[src/rtl/hazard_pkg.sv]
// Shared definitions for the pipeline hazard controller: FSM state encoding,
// the default register-index width and the x0 index.
package hazard_pkg;

  typedef enum logic [1:0] {
    S_RUN        = 2'd0,
    S_LOAD_STALL = 2'd1,
    S_MEM_WAIT   = 2'd2
  } state_t;

  localparam int REG_ADDR_W_DEF = 5;
  localparam int X0_IDX         = 0;

endpackage

[src/rtl/hazard_perf_counters.sv]
// Wrap-around event counters for load-use bubbles, memory-freeze cycles and
// branch flushes. Instantiated only when HAZARD_PERF_CNT_EN is defined.
module hazard_perf_counters #(
  parameter int CNT_W = 32
) (
  input  logic             clk,
  input  logic             reset,
  input  logic             i_stall,
  input  logic             i_freeze,
  input  logic             i_flush,
  output logic [CNT_W-1:0] o_stall_cnt,
  output logic [CNT_W-1:0] o_freeze_cnt,
  output logic [CNT_W-1:0] o_flush_cnt
);

  logic [CNT_W-1:0] r_stall_cnt;
  logic [CNT_W-1:0] r_freeze_cnt;
  logic [CNT_W-1:0] r_flush_cnt;

  always_ff @(posedge clk) begin
    if (reset) begin
      r_stall_cnt  <= '0;
      r_freeze_cnt <= '0;
      r_flush_cnt  <= '0;
    end else begin
      if (i_stall)  r_stall_cnt  <= r_stall_cnt  + CNT_W'(1);
      if (i_freeze) r_freeze_cnt <= r_freeze_cnt + CNT_W'(1);
      if (i_flush)  r_flush_cnt  <= r_flush_cnt  + CNT_W'(1);
    end
  end

  assign o_stall_cnt  = r_stall_cnt;
  assign o_freeze_cnt = r_freeze_cnt;
  assign o_flush_cnt  = r_flush_cnt;

endmodule

[src/rtl/hazard_control_unit.sv]
// Stall/flush controller for the 5-stage RV32I pipeline: load-use bubble,
// data-memory freeze with timeout, branch flush. HAZARD_PERF_CNT_EN adds counters.
module hazard_control_unit
  import hazard_pkg::*;
#(
  parameter int REG_ADDR_W  = REG_ADDR_W_DEF,
  parameter int MEM_TIMEOUT = 64
`ifdef HAZARD_PERF_CNT_EN
  ,
  parameter int CNT_W       = 32
`endif
) (
  input  logic                  clk,
  input  logic                  reset,
  input  logic [REG_ADDR_W-1:0] IF_ID_RS1,
  input  logic [REG_ADDR_W-1:0] IF_ID_RS2,
  input  logic                  IF_ID_UsesRS2,
  input  logic [REG_ADDR_W-1:0] ID_EX_RD,
  input  logic                  ID_EX_MemRead,
  input  logic                  BRANCH_TAKEN,
  input  logic                  DMEM_REQ,
  input  logic                  DMEM_READY,
  output logic                  PCWrite,
  output logic                  IF_ID_Write,
  output logic                  IF_ID_Flush,
  output logic                  ID_EX_Write,
  output logic                  ID_EX_Flush,
  output logic                  EX_MEM_Write,
  output logic                  MEM_WB_Write,
  output logic                  MEM_ERR
`ifdef HAZARD_PERF_CNT_EN
  ,
  output logic [CNT_W-1:0]      STALL_CNT,
  output logic [CNT_W-1:0]      FREEZE_CNT,
  output logic [CNT_W-1:0]      FLUSH_CNT
`endif
);

  localparam int              WAIT_W    = $clog2(MEM_TIMEOUT);
  localparam logic [WAIT_W-1:0] WAIT_LAST = WAIT_W'(MEM_TIMEOUT - 1);

  state_t              r_state;
  state_t              w_state_nxt;
  logic [WAIT_W-1:0]   r_wait_cnt;
  logic                r_mem_err;
  logic                w_freeze;
  logic                w_rd_nz;
  logic                w_lu;
  logic                w_lu_act;

  assign w_freeze = DMEM_REQ & ~DMEM_READY;
  assign w_rd_nz  = (ID_EX_RD != REG_ADDR_W'(X0_IDX));
  assign w_lu     = ID_EX_MemRead & w_rd_nz &
                    ((ID_EX_RD == IF_ID_RS1) | (IF_ID_UsesRS2 & (ID_EX_RD == IF_ID_RS2)));
  // One bubble per load: the cycle after a bubble never re-stalls.
  assign w_lu_act = w_lu & (r_state != S_LOAD_STALL);

  always_comb begin
    PCWrite      = 1'b1;
    IF_ID_Write  = 1'b1;
    IF_ID_Flush  = 1'b0;
    ID_EX_Write  = 1'b1;
    ID_EX_Flush  = 1'b0;
    EX_MEM_Write = 1'b1;
    MEM_WB_Write = 1'b1;
    w_state_nxt  = S_RUN;
    if (reset) begin
      PCWrite      = 1'b0;
      IF_ID_Write  = 1'b0;
      ID_EX_Write  = 1'b0;
      EX_MEM_Write = 1'b0;
      MEM_WB_Write = 1'b0;
      IF_ID_Flush  = 1'b1;
      ID_EX_Flush  = 1'b1;
    end else if (w_freeze) begin
      PCWrite      = 1'b0;
      IF_ID_Write  = 1'b0;
      ID_EX_Write  = 1'b0;
      EX_MEM_Write = 1'b0;
      MEM_WB_Write = 1'b0;
      w_state_nxt  = S_MEM_WAIT;
    end else if (BRANCH_TAKEN) begin
      IF_ID_Flush  = 1'b1;
      ID_EX_Flush  = 1'b1;
    end else if (w_lu_act) begin
      PCWrite      = 1'b0;
      IF_ID_Write  = 1'b0;
      ID_EX_Flush  = 1'b1;
      w_state_nxt  = S_LOAD_STALL;
    end
  end

  always_ff @(posedge clk) begin
    if (reset) begin
      r_state    <= S_RUN;
      r_wait_cnt <= '0;
      r_mem_err  <= 1'b0;
    end else begin
      r_state <= w_state_nxt;
      if (w_freeze) begin
        if (r_wait_cnt != WAIT_LAST) r_wait_cnt <= r_wait_cnt + WAIT_W'(1);
        if (r_wait_cnt == WAIT_LAST) r_mem_err  <= 1'b1;
      end else begin
        r_wait_cnt <= '0;
      end
    end
  end

  assign MEM_ERR = r_mem_err;

`ifdef HAZARD_PERF_CNT_EN
  logic w_cnt_stall;
  logic w_cnt_freeze;
  logic w_cnt_flush;

  assign w_cnt_freeze = ~reset & w_freeze;
  assign w_cnt_flush  = ~reset & ~w_freeze & BRANCH_TAKEN;
  assign w_cnt_stall  = ~reset & ~w_freeze & ~BRANCH_TAKEN & w_lu_act;

  hazard_perf_counters #(
    .CNT_W(CNT_W)
  ) u_perf (
    .clk         (clk),
    .reset       (reset),
    .i_stall     (w_cnt_stall),
    .i_freeze    (w_cnt_freeze),
    .i_flush     (w_cnt_flush),
    .o_stall_cnt (STALL_CNT),
    .o_freeze_cnt(FREEZE_CNT),
    .o_flush_cnt (FLUSH_CNT)
  );
`endif

endmodule

[config.mk]
export PLATFORM = sky130hd
export DESIGN_NAME = hazard_control_unit
export DESIGN_NICKNAME = d
export VERILOG_FILES = /design/src/rtl/hazard_pkg.sv /design/src/rtl/hazard_perf_counters.sv /design/src/rtl/hazard_control_unit.sv
export SDC_FILE = /design/constraint.sdc
export NUM_CORES = 1
export LEC_CHECK = 0
export ABC_AREA = 1
export BUFFER_PORTS_ARGS = -buffer_cell sky130_fd_sc_hd__buf_2
export CORE_MARGIN = 8
export CORE_UTILIZATION = 48
export CTS_CLUSTER_SIZE = 30
export DETAILED_ROUTE_END_ITERATION = 8
export GPL_TIMING_DRIVEN = 1
export PLACE_DENSITY = 0.9
export RECOVER_POWER = 25
export SLEW_MARGIN = 20
export SYNTH_ARGS = -nofsm -noshare
export SYNTH_HDL_FRONTEND = slang
export SYNTH_HIERARCHICAL = 1
export SYNTH_SLANG_ARGS = --single-unit
[constraint.sdc]
create_clock -name clk -period 2.2 [get_ports clk]
set_clock_uncertainty 0.05 [all_clocks]
set_input_delay 0.22 -clock clk [delete_from_list [all_inputs] [get_ports clk]]
set_output_delay 0.22 -clock clk [all_outputs]
set_load 0.05 [all_outputs]
==> results of run 1 <==
-- worst min-delay path, stage by stage --
cell     delay (ps)
buf_2            80
inv_1            50
nand3_2          80
nor2_2           30
-- stage by stage --
step                      instances  area (sq um)
after floorplan                 109           651
after global placement          150           792
after detailed placement        150           792
after CTS                       154           818
after global routing            154           817
final                           154           817
-- kinds of logic after synthesis --
logic type,Yosys count,synth area share (%)
AO/OA/AOI/OAI,12,10.4
buffers and inverters,30,19.2
adder cells (fa/ha/maj),1,1.92
XOR/XNOR,2,2.69
AND/OR/NAND/NOR,55,38.1
flip-flops,9,27.7
-- state kept, by name (all words and copies together), names as in the netlist --
signal,cells
r_wait_cnt,6
r_state,2
MEM_ERR,1
-- layer usage --
layer	part of all wire, %	up-vias	global-route usage, %
met2	48	25	19.7
met1	37	318	10.8
met5	0	-	0
met3	12	3	3.69
li1	-	389	-
met4	1.9	0	6.47
-- power by group --
group	switching (uW)	leakage [uW]	internal (uW)	total, uW
combinational	75.5	0.000382	36.8	112
clock	60.7	0.0000150	70.1	131
sequential	1.20	0.0000728	165	166
total	137	0.000469	272	409
-- cell usage in the layout, fill, tap and decap left out, drive strengths merged --
cell type and count:
inv 26, dfxtp 9, o21ai 6, xnor2 1, clkbuf 5, nand2 36, nor2 11, nand3 6
o311a 1, clkinvlp 1, buf 28, nand4 1, ha 1, xor2 1, a211oi 1, a21oi 4
nor3 1
-- final timing paths --
path	from	slack (ps)	to	depth (start not counted)
setup reg to reg	r_wait_cnt[0]	920	r_wait_cnt[0]	6
setup / recovery	r_state[1]	600	IF_ID_Write	8
hold reg to reg	MEM_ERR	420	MEM_ERR	2
hold / removal	BRANCH_TAKEN	190	r_state[0]	4
-- final cells by class --
class / instances / area (sq um)
fillers: 130 / 468
multi-input cells: 70 / 345
flip-flops and latches: 9 / 180
repair buffers: 29 / 144
inverters: 27 / 103
clock buffers: 4 / 26.3
well taps: 15 / 18.8
==> results.toml, run 1 <==
[status]
status = "finished, final reports clean"

[sta]
worst_pin_slew_ps = 599
max_freq_mhz = 626
grt_setup_unrepaired = "no"
fin_crit_sh_pct = 72.6
max-slew-margin-rel_pct = 60.3
finalCriticalPeriod_ps = 1600
holdWs_ps = 192
slew_viol_final = 0
setup_slack_ps = 603
finalSetupViolCount = 0
tns_ps = 0
hold_viol_final = 0

[global_route]
grt-ovfl-total = 0
grt_max_degree = 7
grt_pass1_wl_um = 2410
antenna_found_initial = 0
grt_util_all_layers_pct = 11.1
grt_pass1_vias = 650

[floorplanning]
io_pins = 30
core-area_sq_um = 1280
start_util_pct = 50.6
rows = 13
floorplan.die_area_sq_um = 2790
die_h_um = 52.8
die_w_um = 52.8

[critical_path]
cp_top_family = "buffers and inverters"
worstPathCellList = "inv_1 > nand2_1 > nand3_1 > clkinvlp_2 > nand3_2 > nand2_1 > inv_1 > buf_2"
critPathLaunchType = "flip-flop"
required_ps = 1930
cp_slowest_stage_delay_ps = 300
crit_fanout = 2
cp_slowest_cell = "dfxtp_1"
crit_arrival_ps = 1330
endpoint_kind = "primary output"
crit_buf_inv = 4
critical_path_class = "flip-flop to primary output"

[route]
vias_per_cell = 4.77
drtIter0Drc = 11
drt.antenna.violating_nets = 0
route.detailed.drc = 0
dr.pass1.iters = 6
avgRoutedWirePerCell_um = 10.1
num_vias = 735
drt_wl_total_um = 1560

[logic_synthesis]
synth.avg_cell_area_sq_um = 5.97
synthTopCellsByArea = "dfxtp_1 (28%), nand2_1 (20%), inv_1 (11%)"
ys_ff_latch = 9
async_flop_share_pct = 0
synth-main-ff-cell = "dfxtp_1"
syn_area_sq_um = 651
synth_warnings = 6
synth.top_cell.area_share_pct = 27.7
postSynthCellCount = 109
yosys.cell_types.count = 21
syn_nets = 132
synth.most_common_cell = "nand2_1"
yosysSeqAreaShare_pct = 27.7
synthTopCellsByCount = "nand2_1 (34), inv_1 (19), dfxtp_1 (9), inv_2 (7), nor2_2 (6)"
synth.largest_area_cell = "dfxtp_1"
synth-edff-count = 0

[layout]
post-route-util_pct = 63.6
area_growth_pct = 25.6
fin_nets = 163
diodes = 0
drive_gt1_share_pct = 34.5

[clocking]
cts_setup_buffers = 0
htreeDepth = 1
numCtsBuffers = 3
clockBufferDepth = 2
cts_hold_buf = 0
cts_tree = "built"
cts.sinks = 9
ctsRootBufferMaster = "clkbuf_4"
clkTransAtPathRegs_ps = 60
clock_latency_ps = 260
cts_resized = 0

[placed_design]
place_congestion = 0.886
dp_slack_ps = 774
port_buffers = 29
hpwlAfterDp_um = 1340

[power_and_ir_drop]
powerDensity_nw_per_um2 = 501
p_leak_uw = 0.000469
p_total_uw = 409
peakVddDrop_v = 0.000334

[job]
drv_cap = 0

[min_path]
hold_path.class = "input pin to flip-flop"
(Power assumes the default switching activity.)
==> run 2: changes to the inputs <==
--- a/config.mk
+++ b/config.mk
@@ -8,11 +8,11 @@
 export ABC_AREA = 1
 export BUFFER_PORTS_ARGS = -buffer_cell sky130_fd_sc_hd__buf_2
 export CORE_MARGIN = 8
-export CORE_UTILIZATION = 48
+export CORE_UTILIZATION = 40
 export CTS_CLUSTER_SIZE = 30
 export DETAILED_ROUTE_END_ITERATION = 8
 export GPL_TIMING_DRIVEN = 1
-export PLACE_DENSITY = 0.9
+export PLACE_DENSITY = 0.81
 export RECOVER_POWER = 25
 export SLEW_MARGIN = 20
 export SYNTH_ARGS = -nofsm -noshare
==> constraint.sdc (replaced) <==
create_clock -name clk -period 1.4 [get_ports clk]
set_clock_uncertainty 0.05 [all_clocks]
set_input_delay 0.14 -clock clk [delete_from_list [all_inputs] [get_ports clk]]
set_output_delay 0.14 -clock clk [all_outputs]
set_load 0.05 [all_outputs]
==> results.toml, run 2 (synthesized netlist as in run 1, its figures left out) <==
[layout]
area_growth_pct = 35.4
mostFrequentLayoutCells = "nand2_1 (33), buf_2 (25), inv_1 (18), dfxtp_1 (8), inv_2 (7)"
diodes = 0
drive_gt1_share_pct = 41.1
post-route-util_pct = 57.8
regMostFlops = "r_wait_cnt"
largest_register_ffs = 6
fin_nets = 165
final_common_cell = "nand2_1"

[clocking]
clockBufferDepth = 2
clock_latency_ps = 270
ctsRootBufferMaster = "clkbuf_4"
cts.sinks = 9
cts_tree = "built"
numCtsBuffers = 3
clkTransAtPathRegs_ps = 60
htreeDepth = 1
cts_hold_buf = 0

[power_and_ir_drop]
peakVddDrop_v = 0.000584
pwr-share-clk_pct = 30.5
pwr-share-comb_pct = 30.0
swShare_pct = 33.9
power_frac_seq_pct = 39.5
p_sw_uw = 224
p_leak_uw = 0.000491
intPower_uw = 437
powerDensity_nw_per_um2 = 750
p_total_uw = 660

[floorplanning]
io_pins = 30
die_w_um = 56.3
rows = 14
start_util_pct = 42.7
core-area_sq_um = 1520
die_h_um = 56.3
floorplan.die_area_sq_um = 3170

[sta]
max-slew-margin-rel_pct = 59.8
finalCriticalPeriod_ps = 1430
fin_crit_sh_pct = 102
max_freq_mhz = 698
setup_slack_ps = -33.1
worst_pin_slew_ps = 606
finalSetupViolCount = 2
grt_setup_unrepaired = "yes"
hold_viol_final = 0
slew_viol_final = 0

[status]
status = "finished, violations left"
violations = "negative setup slack"

[critical_path]
critical_path_class = "flip-flop to primary output"
crit_arrival_ps = 1240
crit_start = "r_state[1]"
critPathLaunchType = "flip-flop"
endpoint_kind = "primary output"
reg2reg_from = "r_wait_cnt[0]"
crit_fanout = 2
required_ps = 1210

[route]
drtIter0Drc = 8
avgRoutedWirePerCell_um = 10.4
route.detailed.drc = 0
drt_wl_total_um = 1640
drt.antenna.violating_nets = 0
num_vias = 715
dr.pass1.iters = 2
vias_per_cell = 4.55

[global_route]
antenna_found_initial = 0
grt-ovfl-total = 0
grt_pass1_wl_um = 2790
grt_util_all_layers_pct = 10.4
grt_pass1_vias = 704
grt_max_degree = 7

[job]
drv_cap = 0

[min_path]
hold_path.class = "input pin to flip-flop"
worstHoldStart = "reset"

[placed_design]
place_congestion = 0.856
hpwlAfterDp_um = 1330
port_buffers = 29
## run 2: power groups by stage
stage / registers [uW] / clock network (uW) / logic (uW)
after floorplan: 266 / 0 / 130
after global placement: 266 / 0 / 180
after detailed placement: 267 / 0 / 184
after CTS: 261 / 215 / 197
after global routing: 261 / 224 / 217
final: 261 / 201 / 198
## run 2: routing by layer
metal / share of wire, % / up-vias / GRT usage, %
met5: 0 / - / 0
li1: - / 387 / -
met4: 0.92 / 0 / 5.15
met3: 7.3 / 2 / 4.04
met1: 41 / 306 / 10.2
met2: 51 / 20 / 18.5
## run 2: critical path, stage by stage, from the launching register on
cell and delay (ps):
dfxtp_2 320, inv_1 30, nand2_1 60, nand3_2 70, clkinv_2 60, nand3_2 70, nand2_2 90, clkinvlp_4 110
buf_8 160
## run 2: cell type report
type,count,area [sq um]
clock buffers,3,22.5
clock inverters,1,5.00
fillers,162,643
inverters,27,106
multi-input cells,70,364
flip-flops and latches,9,181
well taps,16,20.0
repair buffers,31,181
## run 2: final timing paths
check | end | slack (ps) | depth (start not counted)
max | IF_ID_Write | -30 | 8
min | r_state[0] | 110 | 4
max reg2reg | r_wait_cnt[0] | 130 | 6
min reg2reg | MEM_ERR | 420 | 2
## run 2: timing repair
item	CTS	global route
buffers inserted	1	0
setup endpoints to repair	3	3
pin swaps	3	1
gates resized for setup	9	2
cloned	0	0
## run 2: metrics by stage
stage / hold WS (ps) / setup slack [ps] / instance area, sq um / std cells / TNS [ps]
2_1_floorplan: 281 / 2.41 / 666 / 109 / 0
3_3_place_gp: 391 / 81.8 / 816 / 152 / 0
3_5_place_dp: 395 / 52.6 / 816 / 152 / 0
4_1_cts: 103 / -41.8 / 880 / 157 / -83.4
5_1_grt: 125 / -86.3 / 881 / 157 / -172
6_report: 113 / -33.1 / 881 / 157 / -65.9
